**config.mk**
```make
export PLATFORM = sky130hd
export DESIGN_NAME = draw_board_control
export DESIGN_NICKNAME = d
export VERILOG_FILES = /design/src/rtl/draw_pkg.sv /design/src/rtl/draw_pix_counter.sv /design/src/rtl/draw_board_control.sv
export SDC_FILE = /design/constraint.sdc
export NUM_CORES = 1
export LEC_CHECK = 0
export CORE_ASPECT_RATIO = 1.75
export CORE_MARGIN = 2
export CORE_UTILIZATION = 57
export DETAILED_ROUTE_END_ITERATION = 10
export PLACE_DENSITY_LB_ADDON = 0.08
export SLEW_MARGIN = 10
export SYNTH_ARGS = -nofsm -noshare
export SYNTH_HDL_FRONTEND = slang
export SYNTH_SLANG_ARGS = --single-unit
```
**constraint.sdc**
```tcl
create_clock -name clk -period 4.8 [get_ports clk]
set_clock_uncertainty 0.15 [all_clocks]
set_input_delay 1.2 -clock clk [delete_from_list [all_inputs] [get_ports clk]]
set_output_delay 1.2 -clock clk [all_outputs]
set_load 0.02 [all_outputs]
```
**src/rtl/draw_pkg.sv**
```systemverilog
// Shared definitions for the draw-board sequencer: FSM state encoding,
// datapath code constants and geometry constants.
// Optional feature macro: BOARD_BG_CLEAR_EN (adds the background-fill state).
package draw_pkg;

  typedef enum logic [2:0] {
    S_IDLE,
    S_BG,
    S_FETCH,
    S_CELL,
    S_ADV,
    S_TURN,
    S_DONE
  } draw_state_t;

  localparam int N_CELLS    = 64;
  localparam int CELL_PIX   = 256;
  localparam int BG_PIX     = 32768;
  localparam int CELL_PITCH = 17;
  localparam int TILE_PX    = 16;

  localparam logic [4:0] DV_BOARD = 5'b11000;
  localparam logic [4:0] DV_TURN  = 5'b11100;
  localparam logic [4:0] DV_EMPTY = 5'b00000;
  localparam logic [4:0] DV_BLOCK = 5'b11111;

  // The pixel counter only needs the long range when the background fill exists.
`ifdef BOARD_BG_CLEAR_EN
  localparam int PIX_W = 15;
`else
  localparam int PIX_W = 8;
`endif

  // Build the 6-bit datapath code {owner, code}.
  function automatic logic [5:0] dv_code(input logic owner, input logic [4:0] code);
    return {owner, code};
  endfunction

endpackage

```
**src/rtl/draw_pix_counter.sv**
```systemverilog
// Up-counter with a loadable terminal count. Wraps to 0 after the cycle in
// which it holds the terminal value; the wrap flag marks that final cycle.
module draw_pix_counter #(
  parameter int WIDTH = 8
) (
  input  logic             clk,
  input  logic             resetn,
  input  logic             en,
  input  logic [WIDTH-1:0] terminal,
  output logic             wrap
);

  logic [WIDTH-1:0] count;

  assign wrap = en && (count == terminal);

  // Count while enabled, return to zero on the terminal cycle.
  always_ff @(posedge clk or negedge resetn) begin
    if (!resetn) begin
      count <= '0;
    end else if (wrap) begin
      count <= '0;
    end else if (en) begin
      count <= count + 1'b1;
    end
  end

endmodule

```
**src/rtl/draw_board_control.sv**
```systemverilog
// Draw-board sequencer: walks all 64 cells, feeding each cell's RAM code to
// the pixel datapath for one 16x16 tile, pulsing update_x_y between cells,
// and closing each frame with the turn-indicator tile.
// Optional feature macro: BOARD_BG_CLEAR_EN (white background fill first).
module draw_board_control
  import draw_pkg::*;
#(
  parameter int RAM_LAT = 1
) (
  input  logic       clk,
  input  logic       resetn,
  input  logic       start,
  output logic [5:0] board_addr,
  input  logic [5:0] board_rdata,
  output logic       write,
  output logic       update_x_y,
  output logic [5:0] draw_value,
  output logic       busy,
  output logic       done
);

  localparam logic [3:0] LAT_LAST  = 4'(RAM_LAT);
  localparam logic [5:0] LAST_CELL = 6'(N_CELLS - 1);

  draw_state_t      state;
  logic             pending;
  logic [5:0]       cell_cnt;
  logic [3:0]       lat_cnt;
  logic             pix_en;
  logic [PIX_W-1:0] pix_term;
  logic             pix_wrap;

  // The cell counter doubles as the RAM address, so the address is registered.
  assign board_addr = cell_cnt;

`ifdef BOARD_BG_CLEAR_EN
  assign pix_en   = (state == S_BG) || (state == S_CELL) || (state == S_TURN);
  assign pix_term = (state == S_BG) ? PIX_W'(BG_PIX - 1) : PIX_W'(CELL_PIX - 1);
`else
  assign pix_en   = (state == S_CELL) || (state == S_TURN);
  assign pix_term = PIX_W'(CELL_PIX - 1);
`endif

  draw_pix_counter #(
    .WIDTH(PIX_W)
  ) u_pix_counter (
    .clk      (clk),
    .resetn   (resetn),
    .en       (pix_en),
    .terminal (pix_term),
    .wrap     (pix_wrap)
  );

  // Frame sequencer with registered outputs.
  always_ff @(posedge clk or negedge resetn) begin
    if (!resetn) begin
      state      <= S_IDLE;
      pending    <= 1'b0;
      write      <= 1'b0;
      update_x_y <= 1'b0;
      busy       <= 1'b0;
      done       <= 1'b0;
      draw_value <= '0;
      cell_cnt   <= '0;
      lat_cnt    <= '0;
    end else begin
      update_x_y <= 1'b0;
      done       <= 1'b0;
      // Any number of starts during a frame collapse into one extra frame.
      if (start && (state != S_IDLE)) begin
        pending <= 1'b1;
      end
      case (state)
        S_IDLE: begin
          if (start || pending) begin
            pending  <= 1'b0;
            busy     <= 1'b1;
            cell_cnt <= '0;
            lat_cnt  <= '0;
`ifdef BOARD_BG_CLEAR_EN
            write      <= 1'b1;
            draw_value <= dv_code(1'b0, DV_BOARD);
            state      <= S_BG;
`else
            state      <= S_FETCH;
`endif
          end
        end
`ifdef BOARD_BG_CLEAR_EN
        S_BG: begin
          if (pix_wrap) begin
            write <= 1'b0;
            state <= S_FETCH;
          end
        end
`endif
        S_FETCH: begin
          // Address was presented on entry; capture once the RAM data is valid.
          if (lat_cnt == LAT_LAST) begin
            lat_cnt    <= '0;
            draw_value <= board_rdata;
            write      <= 1'b1;
            state      <= S_CELL;
          end else begin
            lat_cnt <= lat_cnt + 1'b1;
          end
        end
        S_CELL: begin
          if (pix_wrap) begin
            write      <= 1'b0;
            update_x_y <= 1'b1;
            state      <= S_ADV;
          end
        end
        S_ADV: begin
          cell_cnt <= cell_cnt + 1'b1;
          if (cell_cnt == LAST_CELL) begin
            write      <= 1'b1;
            draw_value <= dv_code(1'b0, DV_TURN);
            state      <= S_TURN;
          end else begin
            state <= S_FETCH;
          end
        end
        S_TURN: begin
          if (pix_wrap) begin
            write <= 1'b0;
            done  <= 1'b1;
            state <= S_DONE;
          end
        end
        S_DONE: begin
          busy  <= 1'b0;
          state <= S_IDLE;
        end
        default: begin
          state <= S_IDLE;
        end
      endcase
    end
  end

endmodule
```
## After elaboration in Yosys (flattened, before gate mapping)

Cells that the tools add are included.

| word-level totals | value |
|---|---|
| register bits | 32 |
| input bits | 9 |
| output and inout port bits | 16 |
| word-level logic and storage cells | 74 |

| cells by class | value |
|---|---|
| add/subtract/negate cells | 3 |
| equality and inequality tests | 14 |
| mux-type cells | 28 |
| reduce and logical (&&, ||, !) cells | 19 |

Operators by type and width:

| cell | count |
|---|---|
| $pmux W6 S2 | 2 |
| $mux W6 | 3 |
| $mux W8 | 2 |
| $mux W3 | 5 |
| $pmux W3 S5 | 1 |
| $mux W1 | 10 |
| $ne A2 B2 Y1 const B | 5 |
| $reduce_bool A2 Y1 | 5 |
| $eq A3 B3 Y1 const B | 3 |
| $add A8 B1 Y8 const B | 1 |
| $eq A8 B8 Y1 const B | 1 |
| $mux W4 | 2 |
| $pmux W4 S2 | 1 |
| $reduce_and A4 Y1 | 2 |
| $add A6 B1 Y6 const B | 1 |
| $eq A3 B2 Y1 const B | 2 |
| $eq A6 B6 Y1 const B | 1 |
| $reduce_and A2 Y1 | 3 |
| $reduce_bool A3 Y1 | 2 |
| $add A4 B1 Y4 const B | 1 |
| $eq A4 B1 Y1 const B | 1 |
| $logic_not A3 Y1 | 1 |
| $pmux W1 S3 | 1 |
| $reduce_and A3 Y1 | 1 |
| 5 further kinds | 7 |

## Longest topological paths before layout

Gate-level depths: netlist of the first run.

| depth | value |
|---|---|
| word-level depth | 5 |
| mapped depth | 6 |
| gate-level depth less buffers | 5 |

## By module

A second synthesis of the first run with hierarchy kept.

| unflattened totals | value |
|---|---|
| cell total of the unflattened synthesis | 177 |
| area total of the unflattened synthesis | 1771.7 µm² |

Modules (own cells, without submodules):

| module | instances | cells an instance | area each (µm²) | seq. area each (µm²) |
|---|---|---|---|---|
| draw_board_control | 1 | 119 | 1229.9 | 600.6 |
| draw_pix_counter | 1 | 58 | 541.8 | 200.2 |

## Least setup slack after synthesis of the first run

No wires, ideal clock.

| timing | value |
|---|---|
| path type | input to register |
| from | input port start |
| to | register cell_cnt[4], in the netlist board_addr[4] |
| library setup time | 0.096 ns |
| arrival time | 1.985 ns |
| data required time | 4.554 ns |
| slack | 2.569 ns |
| stages on the path | 4 |
| path buffers | 0 |
| cell sequence | or2_0 o21ai_0 o21ai_0 o31ai_1 |

| on the way | value |
|---|---|
| cells in the longest elaborated chain, start to end | 3 |

RTL lines:

| element | line | RTL |
|---|---|---|
| start: declaration | draw_board_control.sv:12 | `input logic start,` |
| $logic_or A1 B1 Y1 | draw_board_control.sv:75 | `if (start \|\| pending) begin` |
| $ne A2 B2 Y1 (no source line) | - |  |
| $reduce_and A2 Y1 (no source line) | - |  |
| end signal: assignment | draw_board_control.sv:116 | `cell_cnt <= cell_cnt + 1'b1;` |
| end: declaration | draw_board_control.sv:27 | `logic [5:0] cell_cnt;` |

No other way between the ends.
A chain may end at the register's enable or synchronous reset.

## Final worst setup path of the first run

| timing | value |
|---|---|
| from | register cell_cnt[4], in the netlist board_addr[4] |
| to | output port board_addr[4] |

RTL lines:

| element | line | RTL |
|---|---|---|
| end: declaration | draw_board_control.sv:13 | `output logic [5:0] board_addr,` |

No word-level cell between the ends.

==> results of run 1 <==
how the worst max path moves through the flow:
stage	depth (start not counted)	slack, ns	startpoint	to
2_1_floorplan	4	2.57	start	board_addr[4]$_DFFE_PN0P_
3_3_place_gp	5	2.00	start	board_addr[4]$_DFFE_PN0P_
3_5_place_dp	5	1.97	start	board_addr[4]$_DFFE_PN0P_
4_1_cts	1	2.10	board_addr[4]$_DFFE_PN0P_	board_addr[4]
5_1_grt	5	2.05	start	board_addr[4]$_DFFE_PN0P_
6_report	1	2.12	board_addr[4]$_DFFE_PN0P_	board_addr[4]
stage by stage:
| step | instances | utilization [%] | power (mW) |
|---|---|---|---|
| after CTS | 209 | 74.1 | 0.585 |
| final | 209 | 74.1 | 0.577 |
| after global routing | 209 | 74.1 | 0.594 |
| after global placement | 201 | 69.4 | 0.303 |
| after detailed placement | 201 | 69.4 | 0.304 |
| after floorplan | 153 | - | 0.286 |
cells in the mapped netlist, types with 3 or more instances:
master / count
o211ai_1: 3
o21ai_0: 15
dfrtp_1: 32
nor2_1: 11
nand3_1: 4
mux2i_1: 4
mux2_4: 3
xnor2_1: 3
inv_1: 5
ha_1: 4
nand2_1: 18
nand2b_1: 3
and3_1: 4
nand4_1: 4
a21oi_1: 6
cells by family after synthesis:
group / synth area share (%)
AOI/OAI and AO/OA: 19.2
xor gates and xnor gates: 1.64
adders and majority gates: 3.12
buffers and inverters: 2.50
DFF: 49.9
muxes: 5.30
and+or+nand+nor: 18.3
per-layer routing:
layer  share of wire, %  GRT usage (%)
met5                  0              0
met3                2.8           4.37
met1                 39           25.3
met2                 56           41.8
met4                1.6           12.8
power groups by stage:
stage               combinational (mW)  sequential [mW]  clock, mW
floorplan                      0.00429            0.282          0
global placement                0.0250            0.278          0
detailed placement              0.0258            0.279          0
CTS                             0.0260            0.274      0.285
global route                    0.0277            0.274      0.292
finish                          0.0252            0.274      0.278
flip-flops by register name (all words and copies together) (netlist names):
signal,count
u_pix_counter.count,8
board_addr,6
draw_value,6
lat_cnt,4
state,3
busy,1
done,1
pending,1
update_x_y,1
write,1
area by class of cell:
cell class | instances | share of cell area [%]
clock buffer | 7 | 4.83
sequential | 32 | 40.2
multi-input combinational | 111 | 38.3
inverter | 6 | 1.13
clock inverter | 1 | 1.51
tap | 27 | 1.69
timing repair buffer | 25 | 12.4
==> metrics.txt, run 1 <==
Worst Path Max Fanout=6; maximum vdd drop=0.243 mV; slowest CP cell=clkdlybuf4s50_1; Crit path buffers/inverters=1; Fill cells=202; max-cap violation count=0; total CTS buffers=5; Worst R2R Path Depth=4; CTS tree=yes; commonest cells after routing, fill and taps aside=dfrtp_1, clkdlybuf4s50_1, nand2_1, o21ai_0, nor2_1; 1st-iter DRT viols=18; combinational fraction of design power=approximately 4.4%; register bit total from synthesis=32; switching share of power=18.7%; Routed WL per cell=15.7 um; crit path kind=reg -> out; status=finished, final reports clean; post-synth top area share=roughly 50%; first-pass GRT wire length=approximately 5700 um; CP Data Arrival Time=1.33 ns; Leak Pwr=0.922 nW; pwr/cell area=289 mW/mm^2; clk root buf=clkbuf_8; Synth area leaders=dfrtp_1, o21ai_0, nand2_1; Cell Area, Synth=0.00160 mm^2; initial antenna violation count=0; Critical Path RT=3.45 ns; CP Cell Sequence=clkdlybuf4s50_1; register area=801 um^2; Final period util=between 50% and 60%; Worst Setup End Kind=output port; Post-synth EDFFs=0; multi-input logic area=between 700 and 800 um^2; final hold slack=0.362 ns; final wirelength=3270 um; Final Hold Fails=0; Reg2Reg Setup Slack=roughly 2.9 ns; Post-CTS Setup Inserts=0; Reg clk slew, reported paths=0.06 ns; Largest delay share family, worst path=buffers and inverters; Synth Net Count=166; worst skew pair latency=0.28 ns; port bufs=24; Slew @ Worst Pin=0.482 ns; commonest non-fill, non-tap cell in the layout=dfrtp_1; vias after detailed routing=1246; Fmax achieved=373 MHz; RSZ-0062 raised after global routing=no; cells after synthesis=around 150; Final ANT Viol Nets=0; Routability Congestion=0.720; Die H=74.2 um; R2R Path Start=lat_cnt[0]$_DFFE_PN0P_; max incr delay on CP=0.64 ns; cell area after layout=about 0.002 mm^2; CTS max path bufs=2; Slew headroom=between 60% and 70%; Core Area=0.00269 mm^2; Post-route DRC=0; Reg power frac=47.4%; Syn Area/Cell=around 10 um^2; Area after DPL=0.00187 mm^2; Critical R2R Capture=draw_value[2]$_DFFE_PN0P_; ys flop type=dfrtp_1; Hold EP=draw_value[3]$_DFFE_PN0P_; Die X=44.1 um; Yosys warning total=0; nets=194; Net Switching=0.108 mW; hold path depth=1; post-synthesis sequential area ratio=49.9%; critical path launch point type=flop; vias per cell=5.96; Final setup viols=0; area leader, netlist=dfrtp_1; Clock Sinks=32; final setup TNS=0 ns; GRT overflow=0; post_cts resized=0; I/O Pins=25; Slew Limit Fails=0; hold buffers post-CTS=0; row cnt=25; post-synthesis cell type count=40; pin count of the biggest net entering global routing=33; Place WS=1.97 ns; worst hold path type=reg -> reg; Overall Global Routing Usage=23.4%; final worst slack=around 2.1 ns; TritonRoute pass-1 iters=4; synth-to-layout area growth=24.3%; Antenna diodes=0; vias in the first global route=between 1000 and 1500; Synth async-reset ratio=100%; power share of the clock group=48.2%; initial core utilization=59.6%; hold_sp=draw_value[3]$_DFFE_PN0P_; DP Wirelength=2390 um; H-Tree Depth=2; Final Critical Period=2.68 ns; Die Area=0.00327 mm^2; internal cell power=0.469 mW; layout cells sized above 1=12.1%
(Power assumes the default switching activity.)
==> inputs of run 2 (changes only) <==
--- a/config.mk
+++ b/config.mk
@@ -7,7 +7,7 @@
 export LEC_CHECK = 0
 export CORE_ASPECT_RATIO = 1.75
 export CORE_MARGIN = 2
-export CORE_UTILIZATION = 57
+export CORE_UTILIZATION = 53
 export DETAILED_ROUTE_END_ITERATION = 10
 export PLACE_DENSITY_LB_ADDON = 0.08
 export SLEW_MARGIN = 10
==> constraint.sdc (replaced) <==
create_clock -name clk -period 2.65 [get_ports clk]
set_clock_uncertainty 0.15 [all_clocks]
set_input_delay 0.6625 -clock clk [delete_from_list [all_inputs] [get_ports clk]]
set_output_delay 0.6625 -clock clk [all_outputs]
set_load 0.02 [all_outputs]
==> metrics.txt, run 2 (synthesized netlist as in run 1, its figures left out) <==
status=finished, final reports clean; Die X=45.6 um (+3.4%); Fill cells=245 (+21%); Clock Sinks=32 (unchanged); CP Cell Sequence=clkdlybuf4s50_1; critical path launch point type=flop; CTS max path bufs=2 (unchanged); clk root buf=clkbuf_8; Net Switching=0.200 mW (+85%); H-Tree Depth=2 (unchanged); Final Critical Period=2.16 ns; RSZ-0062 raised after global routing=no; Slew @ Worst Pin=0.521 ns (+0.0383 ns); Final Hold Fails=0 (unchanged); Routed WL per cell=14.9 um (-5.1%); port bufs=24 (unchanged); synth-to-layout area growth=22.3%; Routability Congestion=0.737 (+2.3%); crit path kind=reg -> out; hold buffers post-CTS=0 (unchanged); worst skew pair latency=0.28 ns (about the same); power share of the clock group=41.5% (-6.7 points); pwr/cell area=471 mW/mm^2 (+63%); Antenna diodes=0 (unchanged); worst hold path type=reg -> reg; vias per cell=5.93 (-0.48%); Slew Limit Fails=0 (unchanged); TritonRoute pass-1 iters=4 (unchanged); Final ANT Viol Nets=0 (unchanged); Critical Path RT=1.84 ns (-1.61 ns); final setup TNS=0 ns (unchanged); initial core utilization=55.4% (-4.2 points); max incr delay on CP=0.64 ns (about the same); layout cells sized above 1=12.1% (unchanged); pin count of the biggest net entering global routing=33 (unchanged); Die Area=0.00350 mm^2 (+7.0%); Slew headroom=64.9% (-2.6 points); Final Non-Filler Cells=210 (+0.48%); Most flops, register=u_pix_counter.count; Final period util=between 80% and 90%; Largest delay share family, worst path=buffers and inverters; max-cap violation count=0 (unchanged); Overall Global Routing Usage=20.6% (-2.9 points); slowest CP cell=clkdlybuf4s50_1; Worst Path Max Fanout=6 (unchanged); placed cells=202 (+0.50%); maximum vdd drop=0.367 mV (+51%); vias in the first global route=1226 (-9.1%); total CTS buffers=5 (unchanged); Post-route DRC=0 (unchanged); CTS tree=yes; Reg power frac=53.6% (+6.2 points); GRT overflow=0 (unchanged); nets=194 (unchanged); initial antenna violation count=0 (unchanged); combinational fraction of design power=4.9% (+0.5 points); commonest cells after routing, fill and taps aside=dfrtp_1, clkdlybuf4s50_1, nand2_1, o21ai_0, nor2_1; Worst Setup End Kind=output port; Reg clk slew, reported paths=0.07 ns (about the same); DP Wirelength=2270 um (-5.1%); commonest non-fill, non-tap cell in the layout=dfrtp_1; post_cts resized=0 (unchanged); Leak Pwr=0.909 nW (-1.5%); Post-CTS Setup Inserts=0 (unchanged); vias after detailed routing=1246 (unchanged); 1st-iter DRT viols=20 (+2); switching share of power=21.6% (+2.9 points); Die H=76.8 um (+3.5%); I/O Pins=25 (unchanged); first-pass GRT wire length=5350 um (-6.2%); Largest register FFs=8 (unchanged); row cnt=26 (+4.0%); Final setup viols=0 (unchanged); internal cell power=0.725 mW (+55%); Core Area=0.00290 mm^2 (+7.6%); Crit path buffers/inverters=1 (unchanged); Fmax achieved=463 MHz; CP Data Arrival Time=1.35 ns (+0.02 ns); final wirelength=3120 um (-4.7%)
==> run 2: metal layers <==
metal / up-vias / global-route usage (%) / part of all wire [%]
li1: 605 / - / -
met1: 607 / 22.0 / 39
met2: 27 / 35.1 / 55
met3: 7 / 5.41 / 3.4
met4: 0 / 10.0 / 2.5
met5: - / 0 / 0
==> run 2: area by class of cell <==
type	instances	area (um^2)	area share (%)
clock buffer	6	82.6	4.21
inverter	6	22.5	1.15
clock inverter	2	10.0	0.510
timing repair buffer	25	248	12.6
sequential	32	801	40.8
multi-input combinational	111	763	38.9
tap	28	35.0	1.79
==> run 2: worst paths after layout <==
path | startpoint | end | slack (ns) | cells after the start
worst max-delay path | board_addr[4]$_DFFE_PN0P_ | board_addr[4] | 0.49 | 1
worst min-delay path | u_pix_counter.count[6]$_DFFE_PN0P_ | u_pix_counter.count[6]$_DFFE_PN0P_ | 0.34 | 1
worst max register to register | lat_cnt[0]$_DFFE_PN0P_ | draw_value[2]$_DFFE_PN0P_ | 0.72 | 4
worst min register to register | u_pix_counter.count[6]$_DFFE_PN0P_ | u_pix_counter.count[6]$_DFFE_PN0P_ | 0.34 | 1
max in group asynchronous | resetn | draw_value[1]$_DFFE_PN0P_ | 1.44 | 2
min in group asynchronous | resetn | lat_cnt[1]$_DFFE_PN0P_ | 0.63 | 2
==> run 2: power groups by stage <==
stage               Combinational (mW)  Clock [mW]  Sequential (mW)
detailed placement              0.0466           0            0.505
global route                    0.0503       0.415            0.496
CTS                             0.0469       0.399            0.496
global placement                0.0456           0            0.504
finish                          0.0455       0.383            0.496
floorplan                      0.00778           0            0.511
==> run 2: metrics by stage <==
| stage | cell area, um^2 | power (mW) | hold WS (ns) | setup slack (ns) | utilization (%) |
|---|---|---|---|---|---|
| global route | 1960 | 0.961 | 0.374 | 0.437 | 67.8 |
| global placement | 1870 | 0.550 | 0.319 | 0.378 | 64.6 |
| finish | 1960 | 0.924 | 0.338 | 0.490 | 67.8 |
| CTS | 1960 | 0.942 | 0.337 | 0.478 | 67.8 |
| detailed placement | 1870 | 0.552 | 0.321 | 0.356 | 64.6 |
| floorplan | 1600 | 0.518 | 0.217 | 0.781 | - |
